===== src/rtl/cordic_arbiter.sv =====
// Two-requester round-robin front end for one shared CORDIC core. The block keeps a
// result buffer per requester and runs a watchdog on the core response.
module cordic_arbiter #(
    parameter int WIDTH   = 16,
    parameter int TIMEOUT = 64
) (
    input  logic             clk,
    input  logic             rst,
    input  logic             req0_valid,
    input  logic [WIDTH-1:0] req0_angle,
    output logic             req0_ack,
    input  logic             req1_valid,
    input  logic [WIDTH-1:0] req1_angle,
    output logic             req1_ack,
    output logic             res0_valid,
    input  logic             res0_ready,
    output logic [WIDTH-1:0] res0_sin,
    output logic [WIDTH-1:0] res0_cos,
    output logic             res1_valid,
    input  logic             res1_ready,
    output logic [WIDTH-1:0] res1_sin,
    output logic [WIDTH-1:0] res1_cos,
    output logic             core_valid_in,
    output logic [WIDTH-1:0] core_angle,
    input  logic             core_recived,
    input  logic             core_valid_out,
    input  logic [WIDTH-1:0] core_sin,
    input  logic [WIDTH-1:0] core_cos,
    output logic             busy,
    output logic             timeout_err,
    output logic             err_id
);

    typedef enum logic [1:0] {IDLE, ISSUE, WAIT, DRAIN} state_t;

    localparam int             CW      = $clog2(TIMEOUT + 1);
    localparam logic [CW-1:0]  WD_LAST = CW'(TIMEOUT - 1);

    state_t        state, state_next;
    logic          owner, ptr;
    logic [CW-1:0] wdog;
    logic          elig0, elig1;
    logic          grant, grant_id, capture, abort;

    // A requester whose result buffer is still occupied is not eligible.
    assign elig0 = req0_valid & ~res0_valid;
    assign elig1 = req1_valid & ~res1_valid;
    assign busy  = (state != IDLE);

    always_ff @(posedge clk) begin
        if (!rst) state <= IDLE;
        else      state <= state_next;
    end

    always_comb begin
        state_next    = state;
        grant         = 1'b0;
        grant_id      = 1'b0;
        capture       = 1'b0;
        abort         = 1'b0;
        core_valid_in = 1'b0;
        case (state)
            IDLE: begin
                if (elig0 | elig1) begin
                    grant      = 1'b1;
                    grant_id   = (elig0 & elig1) ? ptr : elig1;
                    state_next = ISSUE;
                end
            end
            ISSUE: begin
                core_valid_in = 1'b1;
                if (wdog >= WD_LAST) begin
                    abort      = 1'b1;
                    state_next = DRAIN;
                end else if (core_recived | core_valid_out) begin
                    state_next = WAIT;
                end
            end
            WAIT: begin
                // A result arriving on the watchdog's last cycle is still kept.
                if (core_valid_out) begin
                    capture    = 1'b1;
                    state_next = DRAIN;
                end else if (wdog >= WD_LAST) begin
                    abort      = 1'b1;
                    state_next = DRAIN;
                end
            end
            DRAIN: begin
                if (!core_valid_out) state_next = IDLE;
            end
        endcase
    end

    always_ff @(posedge clk) begin
        if (!rst) begin
            req0_ack    <= 1'b0;
            req1_ack    <= 1'b0;
            res0_valid  <= 1'b0;
            res1_valid  <= 1'b0;
            res0_sin    <= '0;
            res0_cos    <= '0;
            res1_sin    <= '0;
            res1_cos    <= '0;
            core_angle  <= '0;
            owner       <= 1'b0;
            ptr         <= 1'b0;
            wdog        <= '0;
            timeout_err <= 1'b0;
            err_id      <= 1'b0;
        end else begin
            req0_ack    <= 1'b0;
            req1_ack    <= 1'b0;
            timeout_err <= 1'b0;
            if (res0_valid & res0_ready) res0_valid <= 1'b0;
            if (res1_valid & res1_ready) res1_valid <= 1'b0;

            if (grant) begin
                core_angle <= grant_id ? req1_angle : req0_angle;
                owner      <= grant_id;
                ptr        <= ~grant_id;
                wdog       <= '0;
                if (grant_id) req1_ack <= 1'b1;
                else          req0_ack <= 1'b1;
            end else if (state == ISSUE || state == WAIT) begin
                wdog <= wdog + 1'b1;
            end

            // Owner buffer is empty by construction, so this never races its own clear.
            if (capture) begin
                if (owner) begin
                    res1_valid <= 1'b1;
                    res1_sin   <= core_sin;
                    res1_cos   <= core_cos;
                end else begin
                    res0_valid <= 1'b1;
                    res0_sin   <= core_sin;
                    res0_cos   <= core_cos;
                end
            end

            if (abort) begin
                timeout_err <= 1'b1;
                err_id      <= owner;
            end
        end
    end

endmodule

===== config.mk =====
export PLATFORM = sky130hd
export DESIGN_NAME = cordic_arbiter
export DESIGN_NICKNAME = d
export VERILOG_FILES = /design/src/rtl/cordic_arbiter.sv
export SDC_FILE = /design/constraint.sdc
export NUM_CORES = 1
export LEC_CHECK = 0
export ABC_AREA = 1
export ABC_CLOCK_PERIOD_IN_PS = 3050
export CAP_MARGIN = 20
export CORE_MARGIN = 2
export CORE_UTILIZATION = 45
export DETAILED_ROUTE_END_ITERATION = 10
export GPL_ROUTABILITY_DRIVEN = 0
export PLACE_DENSITY = 0.84
export SLEW_MARGIN = 20
export SYNTH_ARGS = -nofsm -noshare
export SYNTH_HDL_FRONTEND = slang
export SYNTH_SLANG_ARGS = --single-unit
export TNS_END_PERCENT = 50

===== constraint.sdc =====
create_clock -name clk -period 3.05 [get_ports clk]
set_input_delay 0.61 -clock clk [delete_from_list [all_inputs] [get_ports clk]]
set_output_delay 0.61 -clock clk [all_outputs]
set_load 0.01 [all_outputs]

==> metrics.md <==
| Metric | Value |
|---|---|
| Ports | between 150 and 200 |
| Setup Viol. Count Final | 0 |
| Total CTS buffers | 9 |
| Unique masters post-synth | 26 |
| Top cells by count, synth | dfxtp_1 (97), nor2_1 (83), nand2_1 (66) |
| Cts repair resizes | 0 |
| EDFF count, synth | 0 |
| DP HPWL | 7.11 mm |
| Max Cap Viol | 0 |
| Clk sinks | 97 |
| Overflow after GRT | 0 |
| Reg2reg end | core_angle[12] |
| Outcome | completed |
| Drt initial violations | 133 |
| Worst stage delay on the critical path | 0.54 ns |
| Power per standard cell area | 679 nW/um2 |
| DIE HEIGHT | approximately 95 um |
| Buffers and inverters on the worst path | 3 |
| Drt wl/cell | around 14 um |
| Top_reg_cell synth | dfxtp_1 |
| Total length of routed wires | just over 10 mm |
| Synth-to-Final Area Change | 47.5% |
| RSZ-0062 raised after global routing | no |
| First-pass GRT wire length | 15.8 mm |
| F_max | approximately 420 MHz |
| Later-pin clock latency in the skew report | ~0.36 ns |
| Remaining antenna violation count | 0 |
| #FFs+latches synth | 97 |
| Critical path capture point | busy |
| Die width | 95.3 um |
| Max FO, Critical Path | 5 |
| Number of buffers inserted by hold repair at cts | 0 |
| Crit path launch type | flip-flop |
| Vias in the first global route | ~3400 |
| Largest net degree at the start of global routing | 66 |
| FF-to-FF path depth | 11 |
| H-tree depth | 3 |
| Crit Path Class | flip-flop to output pin |
| Largest area contributor in the netlist | dfxtp_1 |
| Setup bufs post-CTS | 0 |
| Synth top area cells | dfxtp_1 (52%), nor2_1 (8.3%), o21ai_0 (8.3%) |
| Critical path, cell by cell | inv_1 > ha_1 > inv_2 > clkdlybuf4s50_1 |
| CTS max path bufs | 2 |
| Worst-margin pin slew | between 0.5 and 0.6 ns |
| WP depth | 4 |
| Setup Skew | 0.00884 ns |
| Number of diodes | 0 |
| Total GRT Usage | 22.2% |
| Ys Warns | 0 |
| Tcrit/Tclk final | between 70% and 80% |
| Async set-or-reset flop fraction in the synthesized netlist | 0% |
| Starting density of the core | 46.1% |
| Die area | slightly above 9000 um2 |
| VDD IR max | 0.000341 V |
| Share of power burned in registers | between 40% and 50% |
| Post-route minimum period | ~2.4 ns |
| Crit path from | state[0] |
| DRC Markers | 0 |
| Final Hold Viols | 0 |
| CTS root buffer | clkbuf_8 |
| Reg2Reg Launch Point | state[0] |
| Final Max Tran Viols | 0 |
| Hold Path Class | flip-flop to flip-flop |
| CTS tree | done |
| Fraction of layout cells with a size suffix above 1 | 5.98% |
| Clock slew at reported path FFs | 0.10 ns |
| Port bufs | 159 |
| Avg Inst Size Synth | about 8 um2 |
| Top-count cell post-synth | dfxtp_1 |
| Switching Fraction | 33.9% |
| Area share of the leading cell type in the synthesized netlist | 51.7% |
| Pre-Repair DR Iteration Count | 4 |
| Leakage power | 2.12 nW |
| TNS Setup | 0 ns |
| Delay-heaviest family, CP | buffers and inverters |
| Flop2flop setup slack | 1.20 ns |
| Post-Syn Nets | 560 |
| Comb power frac | 34.6% |
| DR vias/cell | 4.91 |
| Vias | 3630 |
| Power Internal | ~0.0025 W |
| Nets | 707 |
| Tot Pwr | 0.00376 W |
| Seq/Total Area, Yosys | 51.7% |
| Net Sw Power | about 0.0013 W |
| CORE AREA | 8130 um2 |
| Site Rows | 33 |
| Initial antenna violation count | 0 |
| Slowest cell on the critical path | clkdlybuf4s50_1 |
| Arr. time, crit path | 1.75 ns |
| Slew headroom | 61.0% |
| Clock power share | between 20% and 30% |
| Post-Syn Area | ~3800 um2 |
| Syn Inst Count | 483 |
| CP Capture Type | output pin |
| CP required | 2.44 ns |
[flip-flops by register name, summed over array words and instances (netlist names)]
name         cells
core_angle      16
res0_cos        16
res0_sin        16
res1_cos        16
res1_sin        16
wdog             7
state            2
err_id           1
owner            1
ptr              1
req0_ack         1
req1_ack         1
res0_valid       1
res1_valid       1
timeout_err      1
[cells in the final DEF (no fill, tap or decap)]
cell type        synthesis  final
inv_2                    5      5
xor2_1                   2      2
nor2_1                  83     83
a21oi_1                 40     40
inv_6                    0      2
nand2_2                  6      6
dfxtp_1                 97     97
clkdlybuf4s50_1          0    158
or2_2                    1      1
clkinvlp_4               0      1
o21ai_0                 62     62
a31oi_1                 12     12
buf_2                    9      1
ha_1                     5      5
nor2_2                   1      1
clkbuf_8                 0     10
bufinv_16                0      1
clkinv_2                 0      2
nand3_1                 20     19
o21ai_1                  5      5
inv_1                   45     45
nor2_4                   3      3
nand3_2                  0      1
xnor2_1                  1      1
nor3_1                   1      1
nand2_1                 66     66
clkinv_1                 1      1
buf_4                    1      3
o21ai_2                  1      1
[stage by stage]
step	instances	setup WS, ns	area [um2]	hold WS (ns)	utilization, %
floorplan	483	1.67	3750	0.457	-
global placement	724	0.708	5340	0.431	65.6
detailed placement	724	0.683	5340	0.438	65.6
CTS	740	0.680	5540	0.453	68.1
global route	740	0.600	5540	0.469	68.1
finish	740	0.686	5540	0.449	68.1
[logic make-up after synthesis]
logic type / count (synthesis) / share of synthesized area, %
AO/OA/AOI/OAI: 120 / 16.5
XOR/XNOR: 3 / 0.700
adder cells (fa/ha/maj): 5 / 1.67
buffers and inverters: 77 / 9.47
flip-flops: 97 / 51.7
AND/OR/NAND/NOR: 181 / 19.9
[power by group through the flow]
stage	clock network, W	logic [W]	registers (W)
6_report	0.000863	0.00130	0.00159
4_1_cts	0.000878	0.00131	0.00159
2_1_floorplan	0	0.000666	0.00169
3_5_place_dp	0	0.00130	0.00162
5_1_grt	0.000926	0.00143	0.00162
3_3_place_gp	0	0.00127	0.00161
[routing by layer]
metal | track usage [%] | wire length, um
met1 | 25.8 | 4220
met5 | 0 | 0
met3 | 6.56 | 764
met2 | 38.3 | 4900
met4 | 8.94 | 217
[final cells by class]
type,count,area (um2)
Fill cell,666,2600
Sequential cell,97,1940
Timing Repair Buffer,162,1610
Multi-Input combinational cell,309,1460
Inverter,51,191
Clock buffer,10,138
Tap cell,105,131
Clock inverter,6,65.1
[worst min path at each step]
| stage | startpoint | endpoint | slack [ns] | depth (start not counted) |
|---|---|---|---|---|
| floorplan | ptr | ptr | 0.46 | 2 |
| global placement | res1_cos[14] | res1_cos[14] | 0.43 | 2 |
| detailed placement | res1_cos[14] | res1_cos[14] | 0.44 | 2 |
| CTS | res1_sin[9] | res1_sin[9] | 0.45 | 2 |
| global route | res1_cos[11] | res1_cos[11] | 0.47 | 2 |
| finish | res1_sin[15] | res1_sin[15] | 0.45 | 2 |
[worst min-delay path, cell delays in order, from the launching register on]
cell	delay, ns
dfxtp_1	0.32
inv_1	0.04
a21oi_1	0.05
Power figures use the tool's default switching activity.
